File: config.mk
export PLATFORM = sky130hd
export DESIGN_NAME = multicycle_control_flat
export DESIGN_NICKNAME = d
export VERILOG_FILES = /design/src/rtl/multicycle_control_if.sv /design/src/rtl/multicycle_control.sv /design/src/flat_wrapper.sv
export SDC_FILE = /design/constraint.sdc
export NUM_CORES = 1
export LEC_CHECK = 0
export CELL_PAD_IN_SITES_DETAIL_PLACEMENT = 0
export CELL_PAD_IN_SITES_GLOBAL_PLACEMENT = 1
export CORE_MARGIN = 8
export CORE_UTILIZATION = 40
export CTS_CLUSTER_DIAMETER = 50
export DETAILED_ROUTE_END_ITERATION = 6
export DONT_BUFFER_PORTS = 1
export PLACE_DENSITY_LB_ADDON = 0.1
export SLEW_MARGIN = 20
export SYNTH_ARGS = -nofsm -noshare
export SYNTH_HDL_FRONTEND = slang
export SYNTH_SLANG_ARGS = --single-unit
File: constraint.sdc
create_clock -name CLK -period 1.5 [get_ports CLK]
set_input_delay 0.15 -clock CLK [delete_from_list [all_inputs] [get_ports CLK]]
set_output_delay 0.15 -clock CLK [all_outputs]
set_load 0.005 [all_outputs]
File: src/rtl/multicycle_control_if.sv
`default_nettype none
// +------------------------------------------------------------------+
// | Module      : multicycle_control_if                              |
// | Description : Control bundle between the multicycle control FSM  |
// |               and the 16-bit datapath.                           |
// | Revision    : 1.0  initial release                               |
// +------------------------------------------------------------------+
interface multicycle_control_if;
   logic [3:0] Opcode;
   logic       Zero;
   logic       PCWrite;
   logic       IorD;
   logic       MemRead;
   logic       MemWrite;
   logic       IRWrite;
   logic       RegWrite;
   logic       MemToReg;
   logic       ALUSrcA;
   logic [1:0] ALUSrcB;
   logic [2:0] ALUCtl;
   logic [1:0] PCSource;
   logic [3:0] State;
   logic       Halted;

   // Control FSM side
   modport master (
      input  Opcode, Zero,
      output PCWrite, IorD, MemRead, MemWrite, IRWrite, RegWrite, MemToReg,
             ALUSrcA, ALUSrcB, ALUCtl, PCSource, State, Halted
   );

   // Datapath side
   modport slave (
      output Opcode, Zero,
      input  PCWrite, IorD, MemRead, MemWrite, IRWrite, RegWrite, MemToReg,
             ALUSrcA, ALUSrcB, ALUCtl, PCSource, State, Halted
   );
endinterface
`default_nettype wire

File: src/rtl/multicycle_control.sv
`default_nettype none
// +------------------------------------------------------------------+
// | Module      : multicycle_control                                 |
// | Description : Moore-style control FSM for the 16-bit multicycle  |
// |               datapath (fetch/decode/execute/memory/write-back). |
// |               Optional macro HALT_OPCODE_EN enables opcode F as  |
// |               a halt instruction with a sticky HALT state.       |
// | Revision    : 1.0  initial release                               |
// +------------------------------------------------------------------+
module multicycle_control (
   input  wire logic            CLK,
   input  wire logic            CLR,
   multicycle_control_if.master bus
);

   typedef enum logic [3:0] {
      FETCH    = 4'd0,
      DECODE   = 4'd1,
      MEMADDR  = 4'd2,
      MEMREAD  = 4'd3,
      MEMWB    = 4'd4,
      MEMWRITE = 4'd5,
      EXEC     = 4'd6,
      RWB      = 4'd7,
      IEXEC    = 4'd8,
      IWB      = 4'd9,
      BRANCH   = 4'd10,
      JUMP     = 4'd11,
      HALT     = 4'd12
   } state_t;

   localparam logic [3:0] c_OP_LW  = 4'd5;
   localparam logic [3:0] c_OP_SW  = 4'd6;
   localparam logic [3:0] c_OP_BEQ = 4'd7;

   state_t     r_state;
   state_t     w_next;

   logic       w_pcwrite;
   logic       w_iord;
   logic       w_memread;
   logic       w_memwrite;
   logic       w_irwrite;
   logic       w_regwrite;
   logic       w_memtoreg;
   logic       w_alusrca;
   logic [1:0] w_alusrcb;
   logic [2:0] w_aluctl;
   logic [1:0] w_pcsource;
`ifdef HALT_OPCODE_EN
   logic       w_halted;
`endif

   // State register; CLR returns the machine to FETCH.
   always_ff @(posedge CLK) begin
      if (CLR)
         r_state <= FETCH;
      else
         r_state <= w_next;
   end

   // Next-state and per-state control outputs (Zero only matters in BRANCH).
   always_comb begin
      w_next     = FETCH;
      w_pcwrite  = 1'b0;
      w_iord     = 1'b0;
      w_memread  = 1'b0;
      w_memwrite = 1'b0;
      w_irwrite  = 1'b0;
      w_regwrite = 1'b0;
      w_memtoreg = 1'b0;
      w_alusrca  = 1'b0;
      w_alusrcb  = 2'b00;
      w_aluctl   = 3'b000;
      w_pcsource = 2'b00;
`ifdef HALT_OPCODE_EN
      w_halted   = 1'b0;
`endif
      case (r_state)
         FETCH: begin
            w_memread = 1'b1;
            w_irwrite = 1'b1;
            w_pcwrite = 1'b1;
            w_alusrcb = 2'b01;
            w_next    = DECODE;
         end
         DECODE: begin
            // Branch target is precomputed here into ALUOut.
            w_alusrcb = 2'b11;
            case (bus.Opcode)
               4'd0, 4'd1, 4'd2, 4'd3: w_next = EXEC;
               4'd4:                   w_next = IEXEC;
               4'd5, 4'd6:             w_next = MEMADDR;
               4'd7, 4'd8:             w_next = BRANCH;
               4'd9:                   w_next = JUMP;
`ifdef HALT_OPCODE_EN
               4'd15:                  w_next = HALT;
`endif
               default:                w_next = FETCH;
            endcase
         end
         MEMADDR: begin
            w_alusrca = 1'b1;
            w_alusrcb = 2'b10;
            if (bus.Opcode == c_OP_LW)
               w_next = MEMREAD;
            else if (bus.Opcode == c_OP_SW)
               w_next = MEMWRITE;
            else
               w_next = FETCH;
         end
         MEMREAD: begin
            w_memread = 1'b1;
            w_iord    = 1'b1;
            w_next    = MEMWB;
         end
         MEMWB: begin
            w_regwrite = 1'b1;
            w_memtoreg = 1'b1;
         end
         MEMWRITE: begin
            w_memwrite = 1'b1;
            w_iord     = 1'b1;
         end
         EXEC: begin
            w_alusrca = 1'b1;
            w_aluctl  = {1'b0, bus.Opcode[1:0]};
            w_next    = RWB;
         end
         RWB: begin
            w_regwrite = 1'b1;
         end
         IEXEC: begin
            w_alusrca = 1'b1;
            w_alusrcb = 2'b10;
            w_next    = IWB;
         end
         IWB: begin
            w_regwrite = 1'b1;
         end
         BRANCH: begin
            w_alusrca  = 1'b1;
            w_aluctl   = 3'b001;
            w_pcsource = 2'b01;
            w_pcwrite  = (bus.Opcode == c_OP_BEQ) ? bus.Zero : ~bus.Zero;
         end
         JUMP: begin
            w_pcwrite  = 1'b1;
            w_pcsource = 2'b10;
         end
`ifdef HALT_OPCODE_EN
         HALT: begin
            w_halted = 1'b1;
            w_next   = HALT;
         end
`endif
         default: begin
            w_next = FETCH;
         end
      endcase
   end

   // Everything is held at zero while CLR is high so nothing is written.
   assign bus.PCWrite  = CLR ? 1'b0   : w_pcwrite;
   assign bus.IorD     = CLR ? 1'b0   : w_iord;
   assign bus.MemRead  = CLR ? 1'b0   : w_memread;
   assign bus.MemWrite = CLR ? 1'b0   : w_memwrite;
   assign bus.IRWrite  = CLR ? 1'b0   : w_irwrite;
   assign bus.RegWrite = CLR ? 1'b0   : w_regwrite;
   assign bus.MemToReg = CLR ? 1'b0   : w_memtoreg;
   assign bus.ALUSrcA  = CLR ? 1'b0   : w_alusrca;
   assign bus.ALUSrcB  = CLR ? 2'b00  : w_alusrcb;
   assign bus.ALUCtl   = CLR ? 3'b000 : w_aluctl;
   assign bus.PCSource = CLR ? 2'b00  : w_pcsource;
   assign bus.State    = CLR ? 4'd0   : r_state;
`ifdef HALT_OPCODE_EN
   assign bus.Halted   = CLR ? 1'b0   : w_halted;
`else
   assign bus.Halted   = 1'b0;
`endif

endmodule
`default_nettype wire

File: src/flat_wrapper.sv
// flat-port wrapper written by rule: the top's interface ports become plain ports
module multicycle_control_flat 
  (CLK, CLR, bus_Opcode, bus_Zero, bus_PCWrite, bus_IorD, bus_MemRead, bus_MemWrite, bus_IRWrite, bus_RegWrite, bus_MemToReg, bus_ALUSrcA, bus_ALUSrcB, bus_ALUCtl, bus_PCSource, bus_State, bus_Halted);
  multicycle_control_if bus_i ();
  input  wire logic CLK;
  input  wire logic CLR;
  input wire logic [$bits(bus_i.Opcode)-1:0] bus_Opcode;
  input wire logic [$bits(bus_i.Zero)-1:0] bus_Zero;
  output wire logic [$bits(bus_i.PCWrite)-1:0] bus_PCWrite;
  output wire logic [$bits(bus_i.IorD)-1:0] bus_IorD;
  output wire logic [$bits(bus_i.MemRead)-1:0] bus_MemRead;
  output wire logic [$bits(bus_i.MemWrite)-1:0] bus_MemWrite;
  output wire logic [$bits(bus_i.IRWrite)-1:0] bus_IRWrite;
  output wire logic [$bits(bus_i.RegWrite)-1:0] bus_RegWrite;
  output wire logic [$bits(bus_i.MemToReg)-1:0] bus_MemToReg;
  output wire logic [$bits(bus_i.ALUSrcA)-1:0] bus_ALUSrcA;
  output wire logic [$bits(bus_i.ALUSrcB)-1:0] bus_ALUSrcB;
  output wire logic [$bits(bus_i.ALUCtl)-1:0] bus_ALUCtl;
  output wire logic [$bits(bus_i.PCSource)-1:0] bus_PCSource;
  output wire logic [$bits(bus_i.State)-1:0] bus_State;
  output wire logic [$bits(bus_i.Halted)-1:0] bus_Halted;
  assign bus_i.Opcode = bus_Opcode;
  assign bus_i.Zero = bus_Zero;
  assign bus_PCWrite = bus_i.PCWrite;
  assign bus_IorD = bus_i.IorD;
  assign bus_MemRead = bus_i.MemRead;
  assign bus_MemWrite = bus_i.MemWrite;
  assign bus_IRWrite = bus_i.IRWrite;
  assign bus_RegWrite = bus_i.RegWrite;
  assign bus_MemToReg = bus_i.MemToReg;
  assign bus_ALUSrcA = bus_i.ALUSrcA;
  assign bus_ALUSrcB = bus_i.ALUSrcB;
  assign bus_ALUCtl = bus_i.ALUCtl;
  assign bus_PCSource = bus_i.PCSource;
  assign bus_State = bus_i.State;
  assign bus_Halted = bus_i.Halted;
  multicycle_control u_core (.CLK(CLK), .CLR(CLR), .bus(bus_i));
endmodule
# Word level (Yosys, flattened, before mapping)
# Memories as Yosys holds them, arrays and structs flattened.
# Cells that the tools add are included.
classes:
  eq_ne: 14
  mux: 27
  bitwise_logic: 1
  n_reduce_logical: 7
ops:
  columns: ["op", "count"]
  rows:
  - ["equality test 4 x 3 -> 1 bit (second input constant)", 7]
  - ["case mux 4 bit (6 select lines)", 1]
  - ["equality test 4 bit (second input constant)", 4]
  - ["two-way mux 1 bit", 16]
  - ["equality test 4 x 2 -> 1 bit (second input constant)", 2]
  - ["two-way mux 4 bit", 2]
  - ["case mux 2 bit (2 select lines)", 2]
  - ["OR reduction 2 bit", 4]
  - ["two-way mux 2 bit", 3]
  - ["case mux 2 bit (3 select lines)", 1]
  - ["equality test 4 x 1 -> 1 bit (second input constant)", 1]
  - ["zero test 4 bit", 1]
  - ["OR reduction 4 bit", 1]
  - ["two-way mux 3 bit", 1]
  - ["OR reduction 3 bit", 1]
  - ["case mux 1 bit (2 select lines)", 1]
  - ["NOT 1 bit", 1]
word_totals:
  register_bits: 4
  romBits: 64
  elab_cells: 51
  n_memories: 1
mem_list:
  columns: ["name", "depth", "width", "read_ports", "rd_ports_with_merged_regs", "write_ports", "line", "rtl"]
  rows:
  - ["(no name shown)", 16, 4, 1, 0, 0, "multicycle_control.sv:90", "case (bus.Opcode)"]

# Logic depth before layout (Yosys ltp)
depth:
  depth_word: 4
  mapped_depth: 6
  depth_no_buf: 6

# Least setup slack after synthesis
# Ideal clock, no wire load.
synth_path:
  kind: "register to output"
  start: "register u_core.r_state[2]"
  end: "output port bus_RegWrite"
  arrival_time_ns: 1.080
  slack_ns: 0.270
  stages_incl_launch_ff: 6
  n_path_buf: 2
  cell_sequence: "dfxtp_1 buf_2 buf_2 nor2_1 o2bb2a_1 nor2_1"
synth_between:
  elab_chain_cells: 4
synth_rtl:
  columns: ["element", "line", "rtl"]
  rows:
  - ["start, declared", "multicycle_control.sv:36", "state_t r_state;"]
  - ["start signal, assigned", "multicycle_control.sv:59", "r_state <= w_next;"]
  - ["equality test 4 x 3 -> 1 bit or equality test 4 bit (tied branches)", "multicycle_control.sv:79", "case (r_state)"]
  - ["OR reduction 3 bit (no source line) (*)", null, null]
  - ["two-way mux 1 bit (*)", "multicycle_control.sv:79", null]
  - ["two-way mux 1 bit (*)", "multicycle_control.sv:169", "assign bus.RegWrite = CLR ? 1'b0 : w_regwrite;"]
  - ["end, declared", "flat_wrapper.sv:14", "output wire logic [$bits(bus_i.RegWrite)-1:0] bus_RegWrite;"]
# Mark *: on every way between the ends. The rest lies on a longest branch, timed or not.

# Final worst setup path
layout_path:
  start: "register u_core.r_state[1]"
  end: "output port bus_ALUSrcB[1]"
layout_between:
  elab_chain_cells: 4
layout_rtl:
  columns: ["element", "line", "rtl"]
  rows:
  - ["equality test 4 bit or equality test 4 x 2 -> 1 bit (tied branches)", "multicycle_control.sv:79", null]
  - ["OR reduction 2 bit (no source line)", null, null]
  - ["case mux 2 bit (3 select lines) (*)", "multicycle_control.sv:79", null]
  - ["two-way mux 2 bit (*)", "multicycle_control.sv:172", "assign bus.ALUSrcB = CLR ? 2'b00 : w_alusrcb;"]
  - ["end, declared", "flat_wrapper.sv:17", "output wire logic [$bits(bus_i.ALUSrcB)-1:0] bus_ALUSrcB;"]
# Marks and branches as above.

==> impl_metrics.py <==
metrics = {
    "floorplan": {
        "placementRows": 14,
        "die_height_um": 54.3,
        "initial_core_utilization": 0.409,
        "top_level_ports": 27,
        "fp.dieArea_um2": 2950,
        "die-width_um": 54.3,
        "core_um2": 1440,
    },
    "placement": {
        "dp_hpwl_um": 1280,
        "place.port_buffers": 0,
        "placed_cell_area_um2": 628,
        "gp_congestion": 0.849,
    },
    "synthesis": {
        "synth-compound-area-share": 0.191,
        "synth_fa_ha_area_frac": 0.0851,
        "synth-xor-area-share": 0.0447,
        "yosys-mux-area-fraction": 0.0255,
        "ys_async_sr_fraction": 0,
        "synth-seq-area-share": 0.136,
        "syn_area_per_cell_um2": 7.26,
        "synth.distinct_cells": 40,
        "synthSimpleGateAreaFrac": 0.398,
        "largest_family_of_logic_cells_by_synthesized_area": "simple AND/OR/NAND/NOR gates",
        "synth_enable_flop_cells": 0,
        "syn_area_um2": 588,
        "synth-seq-cells": 4,
        "ys_warnings": 0,
        "post_synth_inst_count": 81,
        "ys.flop_type": "sky130_fd_sc_hd__dfxtp_1",
    },
    "finish": {
        "finish.instance_area_um2": 696,
        "final_layout_size_suffix_gt1_frac": 0.302,
        "largest_register_ff_count": 4,
        "leading_registers_by_flop_count": "u_core.r_state x4",
        "regMostFlops": "u_core.r_state",
        "antenna_cells": 0,
        "final_net_count": 99,
        "area_growth_syn_to_layout_pct": 18.3,
    },
    "clock_network": {
        "clock_sink_count": 4,
        "cts_max_level": 1,
        "cts_tree": "built",
        "cts_made_buffers": 3,
        "cts_buffer_depth": 2,
        "cts.reportedPaths.clkPinSlew_ns": 0.04,
        "clock_latency_ns": 0.24,
        "cts-root-buf": "sky130_fd_sc_hd__clkbuf_4",
        "cts_hold_repair.buffers": 0,
    },
    "timing": {
        "final_hold_viol_count": 0,
        "final.setup_skew_ns": 0.00518,
        "rsz0062_at_grt": "yes",
        "final_report_setup_violation_count": 0,
        "fin_tns_setup_ns": 0,
        "post-route-period-util": 0.972,
        "max_slew_violation_count": 0,
        "layout_min_cycle_time_ns": 1.46,
        "fmax_mhz": 686,
    },
    "status": {
        "outcome": "finished, final reports clean",
    },
    "routing": {
        "routed_wire_length_um": 1760,
        "remaining_drc_errors": 0,
        "antenna_left": 0,
        "routed-wl-met3_um": 186,
        "route.layer.met1.wl_um": 691,
        "dr.first_iter.drc_count": 6,
        "dr.max_layer_used": "met4",
        "met2_length_um": 853,
        "route.detailed.vias_per_inst": 5.96,
        "wl_per_cell_um": 17.2,
        "route.vias.total": 608,
        "drtPass1Iterations": 4,
    },
    "critical_path": {
        "critical_path.reg2reg.startpoint": "u_core.r_state[0]",
        "crit_arrival_ns": 1.31,
        "timing.critical_path.to_type": "output port",
        "timing.critical_path.required_ns": 1.35,
        "critical_path.startpoint_type": "register",
        "worstSetupPathType": "register to output port",
        "setup.worst_path.start": "u_core.r_state[1]",
        "critical_path.max_fanout": 5,
    },
    "pwr": {
        "powerDensity_nw_per_um2": 695,
        "total_power_uw": 484,
        "max-vdd-ir-drop_v": 0.000315,
        "p_leak_nw": 0.290,
    },
    "global_routing": {
        "maximum_number_of_pins_on_one_net_before_global_route_repair": 16,
        "number_of_global_route_vias_before_repair": 571,
        "grt_first_pass_wirelength_um": 2680,
        "grt_antenna_before_repair": 0,
        "global_route.usage.total": 0.123,
        "globalRoute.totalOverflow": 0,
    },
    "hold_path": {
        "hold_class": "input port to register",
        "worstHoldStart": "bus_Opcode[3]",
    },
    "run": {
        "maxCapViolations": 0,
    },
}
## synth_stat cells (2+ instances only)
cell type / number / share of area
sky130_fd_sc_hd__nor3b_1: 2 / 0.026
sky130_fd_sc_hd__nand3_1: 2 / 0.017
sky130_fd_sc_hd__buf_2: 2 / 0.017
sky130_fd_sc_hd__or3_1: 2 / 0.021
sky130_fd_sc_hd__xor2_1: 3 / 0.045
sky130_fd_sc_hd__and3_1: 2 / 0.021
sky130_fd_sc_hd__o21ai_1: 2 / 0.017
sky130_fd_sc_hd__a21oi_1: 6 / 0.051
sky130_fd_sc_hd__nand2b_1: 3 / 0.032
sky130_fd_sc_hd__nor3_1: 4 / 0.034
sky130_fd_sc_hd__inv_1: 3 / 0.019
sky130_fd_sc_hd__nor2_1: 10 / 0.064
sky130_fd_sc_hd__dfxtp_1: 4 / 0.14
sky130_fd_sc_hd__buf_4: 3 / 0.038
sky130_fd_sc_hd__nor2b_1: 4 / 0.043
sky130_fd_sc_hd__ha_1: 4 / 0.085
sky130_fd_sc_hd__nor4_1: 2 / 0.021
## placed cells by master, fill, tap and decap left out, types with 2 or more instances in the layout
cell type | synthesis | final
sky130_fd_sc_hd__dfxtp_2 | 0 | 3
sky130_fd_sc_hd__nor3_1 | 4 | 4
sky130_fd_sc_hd__xor2_1 | 3 | 3
sky130_fd_sc_hd__inv_1 | 3 | 3
sky130_fd_sc_hd__clkbuf_4 | 0 | 3
sky130_fd_sc_hd__nor2b_1 | 4 | 3
sky130_fd_sc_hd__nor3b_1 | 2 | 2
sky130_fd_sc_hd__nand2b_1 | 3 | 3
sky130_fd_sc_hd__and3_1 | 2 | 2
sky130_fd_sc_hd__a21oi_1 | 6 | 6
sky130_fd_sc_hd__buf_4 | 3 | 8
sky130_fd_sc_hd__nand3_1 | 2 | 2
sky130_fd_sc_hd__ha_1 | 4 | 4
sky130_fd_sc_hd__o21ai_1 | 2 | 2
sky130_fd_sc_hd__nor2_1 | 10 | 9
sky130_fd_sc_hd__nor4_2 | 1 | 2
sky130_fd_sc_hd__conb_1 | 1 | 2
sky130_fd_sc_hd__or3_1 | 2 | 2
## final cells by class
| class | instances | area (um^2) |
|---|---|---|
| clock buffer | 3 | 22.5 |
| timing repair buffer | 9 | 71.3 |
| fill | 149 | 741 |
| inverter | 4 | 15.0 |
| tap | 16 | 20.0 |
| sequential | 4 | 87.6 |
| multi-input combinational | 66 | 479 |
## per-layer routing
metal / up-vias / global-route usage
li1: 299 / -
met1: 282 / 0.127
met2: 23 / 0.206
met3: 4 / 0.0462
met4: 0 / 0.0738
met5: - / 0
## cell families after synthesis
kind of cell / count (synthesis)
AND/OR/NAND/NOR: 39
AO/OA/AOI/OAI: 17
buffers and inverters: 12
adder cells (fa/ha/maj): 4
flip-flops: 4
XOR/XNOR: 3
other: 1
multiplexers: 1
## through the flow
step / cells / hold slack, ns / util / setup WS (ns)
5_1_grt: 102 / 0.141 / 0.484 / -0.00635
3_5_place_dp: 99 / 0.335 / 0.437 / 0.0861
6_report: 102 / 0.145 / 0.484 / 0.0427
2_1_floorplan: 82 / 0.332 / - / 0.270
4_1_cts: 102 / 0.139 / 0.461 / -0.0143
3_3_place_gp: 99 / 0.336 / 0.437 / 0.101
## worst paths after layout
check	to	slack, ns	depth (start not counted)
max	bus_ALUSrcB[1]	0.04	3
max reg2reg	u_core.r_state[3]	0.15	5
min reg2reg	u_core.r_state[2]	0.64	2
min	u_core.r_state[1]	0.15	3
## worst max-delay path: stages, from the launching register on
cell and delay, ns:
sky130_fd_sc_hd__dfxtp_2 0.34, sky130_fd_sc_hd__or2_4 0.26, sky130_fd_sc_hd__a2111oi_4 0.30, sky130_fd_sc_hd__buf_4 0.17
## power breakdown
part / internal (mW) / switching, mW / total [mW]
logic: 0.103 / 0.113 / 0.216
registers: 0.118 / 0.0187 / 0.137
clock network: 0.0893 / 0.0420 / 0.131
## what timing repair did
action,4_1_cts,5_1_grt
pin swaps,1,1
gates resized for setup,5,8
setup endpoints to repair,3,5
setup buffers,0,0
Power figures use the tool's default switching activity.
